File: config.mk
export PLATFORM = sky130hd
export DESIGN_NAME = dl_reset_ctrl_flat
export DESIGN_NICKNAME = d
export VERILOG_FILES = /design/src/rtl/dl_reset_ctrl_pkg.sv /design/src/rtl/dl_reset_ctrl_if.sv /design/src/rtl/dl_reset_ctrl_reset_stretch.sv /design/src/rtl/dl_reset_ctrl.sv /design/src/flat_wrapper.sv
export SDC_FILE = /design/constraint.sdc
export NUM_CORES = 1
export LEC_CHECK = 0
export ABC_AREA = 1
export ABC_CLOCK_PERIOD_IN_PS = 11000
export CAP_MARGIN = 10
export CORE_MARGIN = 3
export CORE_UTILIZATION = 24
export CTS_CLUSTER_SIZE = 25
export DETAILED_ROUTE_END_ITERATION = 10
export MAX_ROUTING_LAYER = met4
export PLACE_DENSITY = 0.48
export SLEW_MARGIN = 20
export SYNTH_ARGS = -nofsm -noshare
export SYNTH_HDL_FRONTEND = slang
export SYNTH_HIERARCHICAL = 1
export SYNTH_SLANG_ARGS = --single-unit
File: constraint.sdc
create_clock -name clk_sys -period 11 [get_ports clk_sys]
set_input_delay 2.2 -clock clk_sys [delete_from_list [all_inputs] [get_ports clk_sys]]
set_output_delay 2.2 -clock clk_sys [all_outputs]
set_load 0.005 [all_outputs]
File: src/rtl/dl_reset_ctrl_pkg.sv
// dl_reset_ctrl_pkg
// Shared definitions for the download/reset controller: the FSM state
// enum and the HPS transfer index constants.
// Optional feature macro: WAVE_DL_EN (adds the WAVE_LOAD state).
package dl_reset_ctrl_pkg;

    typedef enum logic [2:0] {
        ST_EMPTY,
        ST_ROM_LOAD,
`ifdef WAVE_DL_EN
        ST_WAVE_LOAD,
`endif
        ST_HOLD,
        ST_RUN
    } state_t;

    localparam logic [7:0] IDX_ROM  = 8'd0;
    localparam logic [7:0] IDX_WAVE = 8'd2;
    localparam logic [7:0] IDX_DIP  = 8'd254;

endpackage

File: src/rtl/dl_reset_ctrl_if.sv
// dl_reset_ctrl_if
// HPS ioctl transfer bus.
//   ioctl_download : transfer active
//   ioctl_index    : transfer index (0 ROM, 2 wave, 254 DIP)
//   ioctl_wr       : one-cycle byte strobe
//   ioctl_addr     : byte address
//   ioctl_dout     : byte data
// master = HPS side (drives), slave = controller (receives).
interface dl_reset_ctrl_if;
    logic        ioctl_download;
    logic [7:0]  ioctl_index;
    logic        ioctl_wr;
    logic [24:0] ioctl_addr;
    logic [7:0]  ioctl_dout;

    modport master (
        output ioctl_download, ioctl_index, ioctl_wr, ioctl_addr, ioctl_dout
    );

    modport slave (
        input  ioctl_download, ioctl_index, ioctl_wr, ioctl_addr, ioctl_dout
    );
endinterface

File: src/rtl/dl_reset_ctrl_reset_stretch.sv
// reset_stretch
// Down-counter that stretches the core reset. i_load reloads the count
// with HOLD_CYCLES-1; otherwise it decrements to 0 and stays there.
//   i_clk  : clock
//   i_rst  : asynchronous active-high reset (count -> 0)
//   i_load : reload the counter
//   o_done : counter is at 0
module reset_stretch #(
    parameter int unsigned HOLD_CYCLES = 16
) (
    input  logic i_clk,
    input  logic i_rst,
    input  logic i_load,
    output logic o_done
);

    localparam int unsigned    CW       = (HOLD_CYCLES > 1) ? $clog2(HOLD_CYCLES) : 1;
    localparam logic [CW-1:0]  LOAD_VAL = CW'(HOLD_CYCLES - 1);

    logic [CW-1:0] r_count;

    always_ff @(posedge i_clk or posedge i_rst) begin
        if (i_rst) begin
            r_count <= '0;
        end else if (i_load) begin
            r_count <= LOAD_VAL;
        end else if (r_count != '0) begin
            r_count <= r_count - CW'(1);
        end
    end

    assign o_done = (r_count == '0);

endmodule

File: src/rtl/dl_reset_ctrl.sv
// dl_reset_ctrl
// Routes HPS downloads (ROM, wave samples, DIP bytes) to their targets and
// holds the game core in reset until the required images are loaded.
//   clk_sys      : system clock (only clock)
//   reset        : asynchronous active-high reset
//   ioctl        : HPS transfer bus (slave modport)
//   user_reset   : OSD reset / user button
//   dl_*         : ROM write port to the core (registered, 1-cycle latency)
//   wave_*       : wave-sample write port to SDRAM (registered)
//   dip          : eight DIP bytes, byte n at [8n+7:8n]
//   core_reset   : reset to the game core
//   rom_loaded, wave_loaded, dl_error : status flags
// Optional feature macro: WAVE_DL_EN (wave download + wave_loaded gating).
module dl_reset_ctrl
    import dl_reset_ctrl_pkg::*;
#(
    parameter logic [17:0] ROM_BYTES   = 18'h3_0000,
    parameter int unsigned HOLD_CYCLES = 16
) (
    input  logic           clk_sys,
    input  logic           reset,
    dl_reset_ctrl_if.slave ioctl,
    input  logic           user_reset,
    output logic [17:0]    dl_addr,
    output logic [7:0]     dl_data,
    output logic           dl_wr,
    output logic [19:0]    wave_addr,
    output logic [7:0]     wave_data,
    output logic           wave_wr,
    output logic [63:0]    dip,
    output logic           core_reset,
    output logic           rom_loaded,
    output logic           wave_loaded,
    output logic           dl_error
);

    state_t      r_state;
    logic        r_dl_prev;
    logic [17:0] r_count;
    logic [17:0] r_dl_addr;
    logic [7:0]  r_dl_data;
    logic        r_dl_wr;
    logic [63:0] r_dip;
    logic        r_core_reset;
    logic        r_rom_loaded;
    logic        r_dl_error;

    logic w_rise, w_fall, w_rom_start, w_rom_in_range, w_rom_ok, w_dip_wr;
    logic w_wave_loaded, w_wave_release, w_rom_release, w_hold_load, w_hold_done;

    assign w_rise         = ioctl.ioctl_download & ~r_dl_prev;
    assign w_fall         = ~ioctl.ioctl_download & r_dl_prev;
    assign w_rom_start    = w_rise && (ioctl.ioctl_index == IDX_ROM);
    assign w_rom_in_range = ioctl.ioctl_addr < {7'd0, ROM_BYTES};
    assign w_rom_ok       = (r_count == ROM_BYTES);
    assign w_dip_wr       = (ioctl.ioctl_index == IDX_DIP) && ioctl.ioctl_wr
                            && (ioctl.ioctl_addr[24:3] == '0);

`ifdef WAVE_DL_EN
    logic        r_wave_wr;
    logic [19:0] r_wave_addr;
    logic [7:0]  r_wave_data;
    logic        r_wave_loaded;
    logic        w_wave_start;

    assign w_wave_start   = w_rise && (ioctl.ioctl_index == IDX_WAVE);
    assign w_wave_loaded  = r_wave_loaded;
    assign w_wave_release = (r_state == ST_WAVE_LOAD) && w_fall && r_rom_loaded;
    assign wave_wr        = r_wave_wr;
    assign wave_addr      = r_wave_addr;
    assign wave_data      = r_wave_data;
`else
    assign w_wave_loaded  = 1'b1;
    assign w_wave_release = 1'b0;
    assign wave_wr        = 1'b0;
    assign wave_addr      = '0;
    assign wave_data      = '0;
`endif

    // Stretch load must coincide with the edge that enters HOLD, so it is
    // decoded combinationally from the same conditions the FSM uses.
    assign w_rom_release = (r_state == ST_ROM_LOAD) && w_fall && w_rom_ok && w_wave_loaded;
    assign w_hold_load   = w_rom_release || w_wave_release
                           || ((r_state == ST_HOLD) && user_reset);

    reset_stretch #(.HOLD_CYCLES(HOLD_CYCLES)) u_stretch (
        .i_clk  (clk_sys),
        .i_rst  (reset),
        .i_load (w_hold_load),
        .o_done (w_hold_done)
    );

    always_ff @(posedge clk_sys or posedge reset) begin
        if (reset) begin
            r_state      <= ST_EMPTY;
            // Pretend a transfer was already active so one still running
            // across reset is not mistaken for a fresh rising edge.
            r_dl_prev    <= 1'b1;
            r_count      <= '0;
            r_dl_addr    <= '0;
            r_dl_data    <= '0;
            r_dl_wr      <= 1'b0;
            r_dip        <= '0;
            r_core_reset <= 1'b1;
            r_rom_loaded <= 1'b0;
            r_dl_error   <= 1'b0;
`ifdef WAVE_DL_EN
            r_wave_wr     <= 1'b0;
            r_wave_addr   <= '0;
            r_wave_data   <= '0;
            r_wave_loaded <= 1'b0;
`endif
        end else begin
            r_dl_prev    <= ioctl.ioctl_download;
            r_dl_wr      <= 1'b0;
            r_core_reset <= 1'b1;
`ifdef WAVE_DL_EN
            r_wave_wr    <= 1'b0;
`endif
            if (w_dip_wr) begin
                r_dip[{ioctl.ioctl_addr[2:0], 3'b000} +: 8] <= ioctl.ioctl_dout;
            end

            if (w_rom_start) begin
                r_state      <= ST_ROM_LOAD;
                r_count      <= '0;
                r_rom_loaded <= 1'b0;
                r_dl_error   <= 1'b0;
`ifdef WAVE_DL_EN
            end else if (w_wave_start) begin
                r_state       <= ST_WAVE_LOAD;
                r_wave_loaded <= 1'b0;
`endif
            end else begin
                case (r_state)
                    ST_EMPTY: ;
                    ST_ROM_LOAD: begin
                        if (w_fall) begin
                            if (w_rom_ok) begin
                                r_rom_loaded <= 1'b1;
                                r_state      <= w_wave_loaded ? ST_HOLD : ST_EMPTY;
                            end else begin
                                r_dl_error <= 1'b1;
                                r_state    <= ST_EMPTY;
                            end
                        end else if (ioctl.ioctl_wr && w_rom_in_range) begin
                            r_dl_wr   <= 1'b1;
                            r_dl_addr <= ioctl.ioctl_addr[17:0];
                            r_dl_data <= ioctl.ioctl_dout;
                            r_count   <= r_count + 18'd1;
                        end
                    end
`ifdef WAVE_DL_EN
                    ST_WAVE_LOAD: begin
                        if (w_fall) begin
                            r_wave_loaded <= 1'b1;
                            r_state       <= r_rom_loaded ? ST_HOLD : ST_EMPTY;
                        end else if (ioctl.ioctl_wr) begin
                            r_wave_wr   <= 1'b1;
                            r_wave_addr <= ioctl.ioctl_addr[19:0];
                            r_wave_data <= ioctl.ioctl_dout;
                        end
                    end
`endif
                    ST_HOLD: begin
                        if (!user_reset && w_hold_done) begin
                            r_state      <= ST_RUN;
                            r_core_reset <= 1'b0;
                        end
                    end
                    ST_RUN: r_core_reset <= user_reset;
                    default: r_state <= ST_EMPTY;
                endcase
            end
        end
    end

    assign dl_addr    = r_dl_addr;
    assign dl_data    = r_dl_data;
    assign dl_wr      = r_dl_wr;
    assign dip        = r_dip;
    assign core_reset = r_core_reset;
    assign rom_loaded = r_rom_loaded;
    assign dl_error   = r_dl_error;
`ifdef WAVE_DL_EN
    assign wave_loaded = r_wave_loaded;
`else
    assign wave_loaded = 1'b1;
`endif

endmodule

File: src/flat_wrapper.sv
// flat-port wrapper written by rule: the top's interface ports become plain ports
module dl_reset_ctrl_flat import dl_reset_ctrl_pkg::*;
#(
    parameter logic [17:0] ROM_BYTES   = 18'h3_0000,
    parameter int unsigned HOLD_CYCLES = 16
)
  (clk_sys, reset, user_reset, dl_addr, dl_data, dl_wr, wave_addr, wave_data, wave_wr, dip, core_reset, rom_loaded, wave_loaded, dl_error, ioctl_ioctl_download, ioctl_ioctl_index, ioctl_ioctl_wr, ioctl_ioctl_addr, ioctl_ioctl_dout);
  dl_reset_ctrl_if ioctl_i ();
  input  logic clk_sys;
  input  logic reset;
  input  logic user_reset;
  output logic [17:0] dl_addr;
  output logic [7:0] dl_data;
  output logic dl_wr;
  output logic [19:0] wave_addr;
  output logic [7:0] wave_data;
  output logic wave_wr;
  output logic [63:0] dip;
  output logic core_reset;
  output logic rom_loaded;
  output logic wave_loaded;
  output logic dl_error;
  input wire logic [$bits(ioctl_i.ioctl_download)-1:0] ioctl_ioctl_download;
  input wire logic [$bits(ioctl_i.ioctl_index)-1:0] ioctl_ioctl_index;
  input wire logic [$bits(ioctl_i.ioctl_wr)-1:0] ioctl_ioctl_wr;
  input wire logic [$bits(ioctl_i.ioctl_addr)-1:0] ioctl_ioctl_addr;
  input wire logic [$bits(ioctl_i.ioctl_dout)-1:0] ioctl_ioctl_dout;
  assign ioctl_i.ioctl_download = ioctl_ioctl_download;
  assign ioctl_i.ioctl_index = ioctl_ioctl_index;
  assign ioctl_i.ioctl_wr = ioctl_ioctl_wr;
  assign ioctl_i.ioctl_addr = ioctl_ioctl_addr;
  assign ioctl_i.ioctl_dout = ioctl_ioctl_dout;
  dl_reset_ctrl #(.ROM_BYTES(ROM_BYTES), .HOLD_CYCLES(HOLD_CYCLES)) u_core (.clk_sys(clk_sys), .reset(reset), .ioctl(ioctl_i), .user_reset(user_reset), .dl_addr(dl_addr), .dl_data(dl_data), .dl_wr(dl_wr), .wave_addr(wave_addr), .wave_data(wave_data), .wave_wr(wave_wr), .dip(dip), .core_reset(core_reset), .rom_loaded(rom_loaded), .wave_loaded(wave_loaded), .dl_error(dl_error));
endmodule
==> reports/results.ini <==
[floorplanning]
die_x_um = 170
die_area_um2 = 28700
die_y_um = 170
io_pins = 170
core-area_um2 = 26200
start_util_pct = 24.5
placementRows = 59

[sta]
rsz0062_at_grt = no
whs_ps = 468
slew_headroom_pct = 42.6
setup_violations = 0
setup_tns_ps = 0
slew_violations = 0
fin_skew_ps = 7.18
finalHoldViolations = 0
setup_ws_ps = 6300
tightest_slew_ps = 857
fmax_mhz = 213
final.period_utilization_pct = 42.8
period_minus_slack_ps = 4700

[clock_network]
cts_tree = built
ctsHoldBuffers = 0
clock_sinks = 119
numCtsBuffers = 17
cts_resized = 0
clk_transition_reported_paths_ps = 60
clk_latency_ps = 410
cts_buffer_depth = 2
cts.htree.levels = 4
cts_setup_buffers = 0
root_buffer = clkbuf_16

[final_layout]
drive_above_1_share_pct = 6.72
area_delta_synth_final_pct = 33.6
nNetsFinal = 1023
layout.cells.non_filler = 1317
antenna_cells = 0

[yosys]
synth-main-ff-cell = dfrtp_1
syn_inst = 836
yosysSeqAreaShare_pct = 46.4
synth_cell_types = 33
synthArstFlopShare_pct = 100
synth_area_leader_cell = dfrtp_1
synth_area_leaders = dfrtp_1 (46%), nand2_1 (14%), nand4_1 (5.9%), nor2_1 (4.9%), nand3_1 (4.8%)
netlist_area_um2 = 6420
yosys-top-cells-count = nand2_1 (240), dfrtp_1 (117), nor2_1 (83), inv_1 (80), nand3_1 (62)
yosysWarnings = 6
synth.avg_cell_area_um2 = 7.68
ys_ff_latch = 119
yosysMostFrequentCell = nand2_1
synth-edff-count = 0
synth_top_area_share_pct = 45.6

[critical_path]
worst_setup_path_start_kind = input pin
crit_fanout = 21
worstPathRequired_ps = 11310
critical_path.cell_chain = clkdlybuf4s50_1 > inv_2 > ha_1 > ha_1 > inv_1 > nand2_2 > nor3_4 > nand3_4 > nand2_1 > nand2_1
slowest_delay_ps = 810
r2r.worst_path.cells = 9
slowest_stage = clkdlybuf4s50_1
crit_type = in -> reg
cp.arrival_ps = 5010
crit_path_end_kind = flip-flop

[route]
antenna_left = 0
drt-pass1-iter-count = 5
wl_um = 20500
num_vias = 5839
drc_errors = 0
vias_per_cell = 4.43
routedWlPerCell_um = 15.6
drt_iter0_drc = 376

[run]
cap_violations = 0

[placement]
port_buffers = 139
hpwl_um = 15200
place_congestion = 0.833
dp_cells = 1285
place_ws_ps = 5870

[pwr]
combPwrFrac_pct = 12.0
seqPwrFrac_pct = 40.0
p_int_uw = 824
p_sw_share_pct = 28.3
p_clk_share_pct = 47.9
leakage_uw = 0.00419
irDropWorstVdd_mv = 0.0934
p_total_uw = 1150
powerDensity_nw_per_um2 = 134
switchingPower_uw = 326

[global_routing]
grt_max_degree = 82
grt_pass1_wl_um = 32300
grt_use_total_pct = 14.9
antenna_found_initial = 0
grt_pass1_vias = 5682
overflow = 0

[hold_path]
hold_path_depth = 2
worstHoldPathType = reg -> reg

[outcome]
status = completed

final timing paths:
path / slack, ps / end / start
min in group asynchronous: 2070 / u_core/u_stretch/r_count[2]$_DFFE_PP0P_ / reset
min reg2reg: 470 / u_core/dip[59]$_DFFE_PP0P_ / u_core/dip[59]$_DFFE_PP0P_
max reg2reg: 8640 / u_core/r_count[1]$_DFFE_PP0P_ / u_core/r_state[1]$_DFFE_PP0P_
max in group asynchronous: 7640 / u_core/r_count[11]$_DFFE_PP0P_ / reset
max: 6300 / u_core/dip[4]$_DFFE_PP0P_ / ioctl_ioctl_addr[0]
min: 470 / u_core/dip[59]$_DFFE_PP0P_ / u_core/dip[59]$_DFFE_PP0P_
layout by cell type (no fill, tap or decap), drive strengths merged:
| cell type | synthesis | final |
|---|---|---|
| ha | 8 | 8 |
| o21ai | 31 | 31 |
| dfstp | 2 | 2 |
| o22ai | 2 | 2 |
| clkbuf | 4 | 18 |
| nor2 | 95 | 95 |
| nor4 | 1 | 1 |
| a21oi | 9 | 9 |
| buf | 53 | 4 |
| bufinv | 0 | 1 |
| nand4 | 61 | 61 |
| nor3b | 3 | 3 |
| inv | 84 | 91 |
| clkinv | 1 | 6 |
| dfrtp | 117 | 117 |
| o211ai | 2 | 2 |
| clkdlybuf4s50 | 0 | 139 |
| nand2 | 242 | 242 |
| a22oi | 1 | 1 |
| xnor2 | 1 | 1 |
| nor3 | 49 | 49 |
| nand3 | 67 | 67 |
| a21boi | 1 | 1 |
| conb | 2 | 30 |
| clkinvlp | 0 | 1 |
metal layers:
metal  share of wire, %  GRT usage [%]  vias to the layer above  routed length, um
met5                  0              -                        -                  0
met4                1.6           4.52                        0                336
met3                5.5           3.17                       13               1120
met2                 44           21.7                      156               8990
met1                 49           20.9                     2722              10100
li1                   -              -                     2948                  -
per-stage QoR:
| step | area [um^2] | utilization, % |
|---|---|---|
| finish | 8580 | 32.7 |
| floorplan | 6520 | - |
| CTS | 8570 | 32.7 |
| global route | 8580 | 32.7 |
| global placement | 7990 | 30.5 |
| detailed placement | 7990 | 30.5 |
power by group through the flow:
stage	clock [uW]	combinational [uW]	sequential (uW)
floorplan	0	90.8	466
global placement	0	138	468
detailed placement	0	138	468
CTS	567	138	460
global route	588	156	462
finish	551	138	460
sequential cells by signal (all words and copies together) (netlist names), 2 cells and up:
register	cells
u_core/dip	64
u_core/dl_addr	18
u_core/r_count	18
u_core/dl_data	8
u_core/u_stretch/r_count	4
u_core/r_state	2
critical path: cells and delay by family:
kind	cells	cell delay, ps
buf+inv	3	1410
simple gates	5	870
fa+ha+maj	2	510
cell type report:
class                   instances  area, um^2
inverters                      85         322
well taps                     335         419
clock inverters                14         141
clock buffers                  18         439
flip-flops and latches        119        2980
fillers                      2749       17600
multi-input cells             603        2850
repair buffers                143        1430
logic make-up (layout without fill, tap and decap cells):
family / count (synthesis) / count (layout) / share of synthesized area [%]
and+or+nand+nor: 518 / 518 / 37.0
buffers and inverters: 142 / 260 / 11.0
AOI/OAI and AO/OA: 46 / 46 / 3.78
DFF: 119 / 119 / 46.4
xor gates and xnor gates: 1 / 1 / 0.136
adders and majority gates: 8 / 8 / 1.56
other: 2 / 30 / 0.117
Power figures use the tool's default switching activity.
